File: src/rtl/hilo_sequencer.sv
// hilo_sequencer: HI/LO unit with 32-step shift-add multiply and restoring divide, sign fix-up in FIX.
// Define HILO_SEQUENCER_DIV_EN to build the divider; without it DIV/DIVU are accepted as no-ops.
module hilo_sequencer #(
    parameter int WIDTH = 32
) (
    input  logic             clk,
    input  logic             reset,
    input  logic             start,
    input  logic [2:0]       ctrl,
    input  logic [WIDTH-1:0] A,
    input  logic [WIDTH-1:0] B,
    input  logic             flush,
    output logic             busy,
    output logic             done,
    output logic [WIDTH-1:0] HI,
    output logic [WIDTH-1:0] LO
);
    typedef enum logic [1:0] {
        S_IDLE = 2'd0,
        S_ITER = 2'd1,
        S_FIX  = 2'd2
    } state_t;

    state_t             r_state;
    logic [4:0]         r_cnt;
    logic [WIDTH-1:0]   r_b;
    logic [WIDTH-1:0]   r_up;
    logic [WIDTH-1:0]   r_lo;
    logic               r_neg_q;

    logic               w_a_neg;
    logic               w_b_neg;
    logic [WIDTH-1:0]   w_a_mag;
    logic [WIDTH-1:0]   w_b_mag;
    logic [WIDTH:0]     w_sum;
    logic [2*WIDTH-1:0] w_prod;
    logic [2*WIDTH-1:0] w_prod_fix;
    logic [WIDTH-1:0]   w_step_up;
    logic [WIDTH-1:0]   w_step_lo;
    logic [WIDTH-1:0]   w_fix_hi;
    logic [WIDTH-1:0]   w_fix_lo;

    // Signed variants (MULT, DIV) are the even ctrl codes.
    assign w_a_neg = ~ctrl[0] & A[WIDTH-1];
    assign w_b_neg = ~ctrl[0] & B[WIDTH-1];
    assign w_a_mag = w_a_neg ? (~A + WIDTH'(1)) : A;
    assign w_b_mag = w_b_neg ? (~B + WIDTH'(1)) : B;

    // Multiply: r_up:r_lo is the product register, multiplier bits shift out of r_lo.
    assign w_sum      = {1'b0, r_up} + (r_lo[0] ? {1'b0, r_b} : {(WIDTH+1){1'b0}});
    assign w_prod     = {r_up, r_lo};
    assign w_prod_fix = r_neg_q ? (~w_prod + (2*WIDTH)'(1)) : w_prod;

`ifdef HILO_SEQUENCER_DIV_EN
    logic               r_is_div;
    logic               r_neg_r;
    logic [WIDTH:0]     w_shift;
    logic [WIDTH-1:0]   w_sub;
    logic               w_fit;

    // Divide: r_up is the partial remainder, the dividend shifts out of r_lo as quotient bits shift in.
    assign w_shift = {r_up, r_lo[WIDTH-1]};
    assign w_fit   = (w_shift >= {1'b0, r_b});
    assign w_sub   = w_shift[WIDTH-1:0] - r_b;

    always_comb begin
        w_step_up = w_sum[WIDTH:1];
        w_step_lo = {w_sum[0], r_lo[WIDTH-1:1]};
        w_fix_hi  = w_prod_fix[2*WIDTH-1:WIDTH];
        w_fix_lo  = w_prod_fix[WIDTH-1:0];
        if (r_is_div) begin
            w_step_up = w_fit ? w_sub : w_shift[WIDTH-1:0];
            w_step_lo = {r_lo[WIDTH-2:0], w_fit};
            w_fix_hi  = r_neg_r ? (~r_up + WIDTH'(1)) : r_up;
            w_fix_lo  = r_neg_q ? (~r_lo + WIDTH'(1)) : r_lo;
        end
    end
`else
    assign w_step_up = w_sum[WIDTH:1];
    assign w_step_lo = {w_sum[0], r_lo[WIDTH-1:1]};
    assign w_fix_hi  = w_prod_fix[2*WIDTH-1:WIDTH];
    assign w_fix_lo  = w_prod_fix[WIDTH-1:0];
`endif

    always_ff @(posedge clk or negedge reset) begin
        if (!reset) begin
            r_state  <= S_IDLE;
            r_cnt    <= 5'd0;
            r_b      <= '0;
            r_up     <= '0;
            r_lo     <= '0;
            r_neg_q  <= 1'b0;
`ifdef HILO_SEQUENCER_DIV_EN
            r_is_div <= 1'b0;
            r_neg_r  <= 1'b0;
`endif
            busy     <= 1'b0;
            done     <= 1'b0;
            HI       <= '0;
            LO       <= '0;
        end else begin
            done <= 1'b0;
            case (r_state)
                S_IDLE: begin
                    if (start && !flush) begin
                        case (ctrl)
                            3'd0, 3'd1: begin
                                r_state  <= S_ITER;
                                busy     <= 1'b1;
                                r_cnt    <= 5'd31;
                                r_b      <= w_b_mag;
                                r_up     <= '0;
                                r_lo     <= w_a_mag;
                                r_neg_q  <= w_a_neg ^ w_b_neg;
`ifdef HILO_SEQUENCER_DIV_EN
                                r_is_div <= 1'b0;
                                r_neg_r  <= 1'b0;
`endif
                            end
`ifdef HILO_SEQUENCER_DIV_EN
                            3'd2, 3'd3: begin
                                r_state  <= S_ITER;
                                busy     <= 1'b1;
                                r_cnt    <= 5'd31;
                                r_b      <= w_b_mag;
                                r_up     <= '0;
                                r_lo     <= w_a_mag;
                                // Divide-by-zero keeps the all-ones quotient unsigned.
                                r_neg_q  <= (w_a_neg ^ w_b_neg) && (B != '0);
                                r_neg_r  <= w_a_neg;
                                r_is_div <= 1'b1;
                            end
`endif
                            3'd4:    HI <= A;
                            3'd5:    LO <= A;
                            default: ;
                        endcase
                    end
                end
                S_ITER: begin
                    if (flush) begin
                        r_state <= S_IDLE;
                        busy    <= 1'b0;
                    end else begin
                        r_up <= w_step_up;
                        r_lo <= w_step_lo;
                        if (r_cnt == 5'd0) begin
                            r_state <= S_FIX;
                        end else begin
                            r_cnt <= r_cnt - 5'd1;
                        end
                    end
                end
                S_FIX: begin
                    r_state <= S_IDLE;
                    busy    <= 1'b0;
                    if (!flush) begin
                        HI   <= w_fix_hi;
                        LO   <= w_fix_lo;
                        done <= 1'b1;
                    end
                end
                default: begin
                    r_state <= S_IDLE;
                    busy    <= 1'b0;
                end
            endcase
        end
    end
endmodule

File: config.mk
export PLATFORM = sky130hd
export DESIGN_NAME = hilo_sequencer
export DESIGN_NICKNAME = d
export VERILOG_FILES = /design/src/rtl/hilo_sequencer.sv
export SDC_FILE = /design/constraint.sdc
export NUM_CORES = 1
export LEC_CHECK = 0
export CAP_MARGIN = 20
export CORE_ASPECT_RATIO = 0.75
export CORE_MARGIN = 4
export CORE_UTILIZATION = 62
export CTS_CLUSTER_DIAMETER = 200
export DETAILED_ROUTE_END_ITERATION = 7
export MAX_ROUTING_LAYER = met4
export PLACE_DENSITY_LB_ADDON = 0.08
export SLEW_MARGIN = 20
export SYNTH_ARGS = -nofsm -noshare
export SYNTH_HDL_FRONTEND = slang
export SYNTH_SLANG_ARGS = --single-unit
File: constraint.sdc
create_clock -name clk -period 8.4 [get_ports clk]
set_input_delay 1.26 -clock clk [delete_from_list [all_inputs] [get_ports clk]]
set_output_delay 1.26 -clock clk [all_outputs]
set_load 0.05 [all_outputs]
==> flow_metrics.env <==
export IMPL_status="finished with violations"
export IMPL_failed_checks="design-rule violations"
export IMPL_period_minus_slack_ns=5.099
export IMPL_drt_pre_antenna_iters=8
export IMPL_final_cells=1752
export IMPL_post_cts_resize_count=0
export IMPL_cp_arrival_ns=5.43
export IMPL_grt_overflow=0
export IMPL_design_core_area_sq_um=18450
export IMPL_synth_distinct_cells=69
export IMPL_ctsHoldBuffers=0
export IMPL_synth_top_cell_by_area="dfrtp_1"
export IMPL_die_area_sq_um=21070
export IMPL_setup_violations_final=0
export IMPL_power_frac_comb_pct=45.0
export IMPL_synth_cells=1408
export IMPL_dp_cells=1720
export IMPL_start_kind="input pin"
export IMPL_ys_seq_elements=170
export IMPL_end_kind="register"
export IMPL_ir_worst_vdd_v=0.0001667
export IMPL_final_hold_viol_count=0
export IMPL_drt_initial_drc_count=1693
export IMPL_route_detailed_drc=5
export IMPL_grt_max_degree=103
export IMPL_cts_tree="done"
export IMPL_path_clk_slew_ns=0.07
export IMPL_die_h_microns=126.7
export IMPL_post_drt_wl_per_cell_microns=21.98
export IMPL_p_clk_share_pct=20.5
export IMPL_required_ns=8.73
export IMPL_dp_final_hpwl_microns=28890
export IMPL_drv_slew=0
export IMPL_via_per_inst=6.512
export IMPL_synth_edff_count=0
export IMPL_grt_pass1_wl_microns=58440
export IMPL_syn_num_nets=1517
export IMPL_antennaDiodeCount=0
export IMPL_fmax_mhz=196.1
export IMPL_p_sw_mw=1.821
export IMPL_synth_top_area_share_pct=36.51
export IMPL_track_usage_pct=36.55
export IMPL_hold_class="reg -> reg"
export IMPL_io_pins=137
export IMPL_maxCapViolations=0
export IMPL_synth_ff_type="dfrtp_1"
export IMPL_io_buffers=136
export IMPL_postCtsSetupBuffers=0
export IMPL_dieWidth_microns=166.3
export IMPL_drive_above_1_share_pct=5.116
export IMPL_worst_setup_path_type="in -> reg"
export IMPL_cts_max_path_buffers=2
export IMPL_area_growth_pct=17.82
export IMPL_rsz0062_at_grt="no"
export IMPL_pwr_share_seq_pct=34.5
export IMPL_cts_sinks=170
export IMPL_syn_area_sq_um=11650
export IMPL_switching_share_pct=46.08
export IMPL_synth_seq_area_share_pct=36.51
export IMPL_cts_root_buf="clkbuf_16"
export IMPL_antenna_found_initial=0
export IMPL_vias=11410
export IMPL_worstSkewPairLatency_ns=0.44
export IMPL_drt_wl_total_microns=38510
export IMPL_ys_top_cells_by_area="dfrtp_1 (37%), xor2_1 (6.4%), o21ai_0 (6.0%), nand2_1 (5.4%), a21oi_1 (4.6%)"
export IMPL_gp_congestion=0.9934
export IMPL_skew_ns=0.01080
export IMPL_ant_nets=0
export IMPL_start_util_pct=63.14
export IMPL_slew_headroom_pct=34.48
export IMPL_fill_cells=1429
export IMPL_worstMarginPinSlew_ns=0.9829
export IMPL_power_density_nw_per_um2=287.9
export IMPL_fin_crit_sh_pct=60.70
export IMPL_row_count=43
export IMPL_leakage_nw=5.803
export IMPL_grt_pass1_vias=10270
export IMPL_fin_setup_tns_ns=0
export IMPL_p_int_mw=2.131
export IMPL_yosys_warnings=0
export IMPL_synth_area_per_cell_sq_um=8.276
export IMPL_cts_made_buffers=17
export IMPL_final_nets=1601
export IMPL_worstPathMaxFanout=31
export IMPL_seqCellArea_sq_um=4255
export IMPL_async_reset_ff_share_pct=100.0
export IMPL_cts_max_level=4
export IMPL_multi_input_area_sq_um=7003
==> worst max-delay path, cell delays in order <==
cell             delay [ns]
clkdlybuf4s50_1        0.58
nor3b_1                0.81
o21a_1                 0.85
nand2_1                0.73
inv_1                  0.78
o2111ai_1              0.23
o311a_1                0.18
==> logic make-up (layout without fill, tap and decap cells) <==
| family | count (synthesis) | in the layout | synth area share, % |
|---|---|---|---|
| fa+ha+maj | 38 | 38 | 4.145 |
| buf+inv | 112 | 209 | 3.747 |
| xor+xnor | 135 | 135 | 10.15 |
| mux | 11 | 11 | 0.9557 |
| compound gates | 456 | 456 | 24.76 |
| simple gates | 486 | 486 | 19.74 |
| flops | 170 | 170 | 36.51 |
==> metal layers <==
metal	global-route usage, %	vias to the layer above	share of wire [%]
li1	-	5244	-
met1	54.18	5350	43
met2	47.58	748	39
met3	14.05	67	16
met4	7.167	0	1.7
met5	-	-	0
==> cell usage after synthesis, types with 10 or more instances <==
library cell	number
dfrtp_1	170
ha_1	37
o221ai_1	12
mux2i_1	10
a21o_1	20
a221oi_1	14
o21ai_1	10
and2_1	38
o41ai_1	18
xor2_1	85
clkbuf_1	74
nand2b_1	17
o22ai_1	13
nand2_1	168
nand3_1	21
or3_1	21
inv_1	28
xnor2_1	50
nor3_1	22
o21ai_0	139
nand4_1	10
a21oi_1	106
a211oi_1	26
nor4_1	14
or4_1	12
nor2_1	131
o31ai_1	40
==> cell usage in the layout (no fill, tap or decap), types with 21 or more instances in the layout <==
master and instances:
o31ai_1 40, a21oi_1 106, nand3_1 21, xor2_1 85, or3_1 21, xnor2_1 50
a211oi_1 26, dfrtp_1 169, and2_1 38, clkdlybuf4s50_1 135, ha_1 37, nand2_1 167
inv_1 28, o21ai_0 138, nor2_1 130, nor3_1 22
==> layout make-up <==
| cell class | instances | share of cell area [%] |
|---|---|---|
| tap | 247 | 2.251 |
| inverter | 28 | 0.7655 |
| timing repair buffer | 149 | 10.64 |
| sequential | 170 | 30.99 |
| clock inverter | 15 | 1.249 |
| multi-input combinational | 1126 | 51.01 |
| clock buffer | 17 | 3.099 |
==> per-stage QoR <==
| stage | instance area (sq um) | setup slack (ns) | util [%] | hold slack, ns | power (mW) |
|---|---|---|---|---|---|
| final | 13730 | 3.301 | 74.40 | 0.4789 | 3.952 |
| after global routing | 13730 | 3.011 | 74.40 | 0.4941 | 4.141 |
| after CTS | 13720 | 3.523 | 74.37 | 0.4806 | 3.901 |
| after detailed placement | 13130 | 3.067 | 71.14 | 0.4636 | 3.090 |
| after global placement | 13130 | 3.197 | 71.14 | 0.4560 | 3.039 |
| after floorplan | 11650 | 4.906 | - | 0.4424 | 2.476 |
==> flip-flops by register name (all words and copies together) (netlist names) <==
register  flops
r_cnt         5
HI           32
busy          1
r_lo         32
r_neg_q       1
r_up         32
done          1
r_state       2
LO           32
r_b          32
==> power groups by stage <==
stage / logic (mW) / clock network [mW] / registers (mW)
global route: 1.91 / 0.848 / 1.38
finish: 1.78 / 0.809 / 1.36
global placement: 1.69 / 0 / 1.35
detailed placement: 1.73 / 0 / 1.36
floorplan: 0.971 / 0 / 1.51
CTS: 1.75 / 0.811 / 1.34
==> worst paths after layout <==
| kind | start | endpoint | slack (ns) | cells after the start |
|---|---|---|---|---|
| max | ctrl[0] | HI[29] | 3.30 | 7 |
| min reg2reg | LO[29] | LO[29] | 0.48 | 2 |
| max in group asynchronous | reset | r_neg_q | 5.91 | 2 |
| min in group asynchronous | reset | LO[3] | 0.92 | 1 |
| min | LO[29] | LO[29] | 0.48 | 2 |
| max reg2reg | r_lo[0] | r_up[27] | 4.43 | 11 |
No activity file was read; power rests on OpenSTA's default activity.
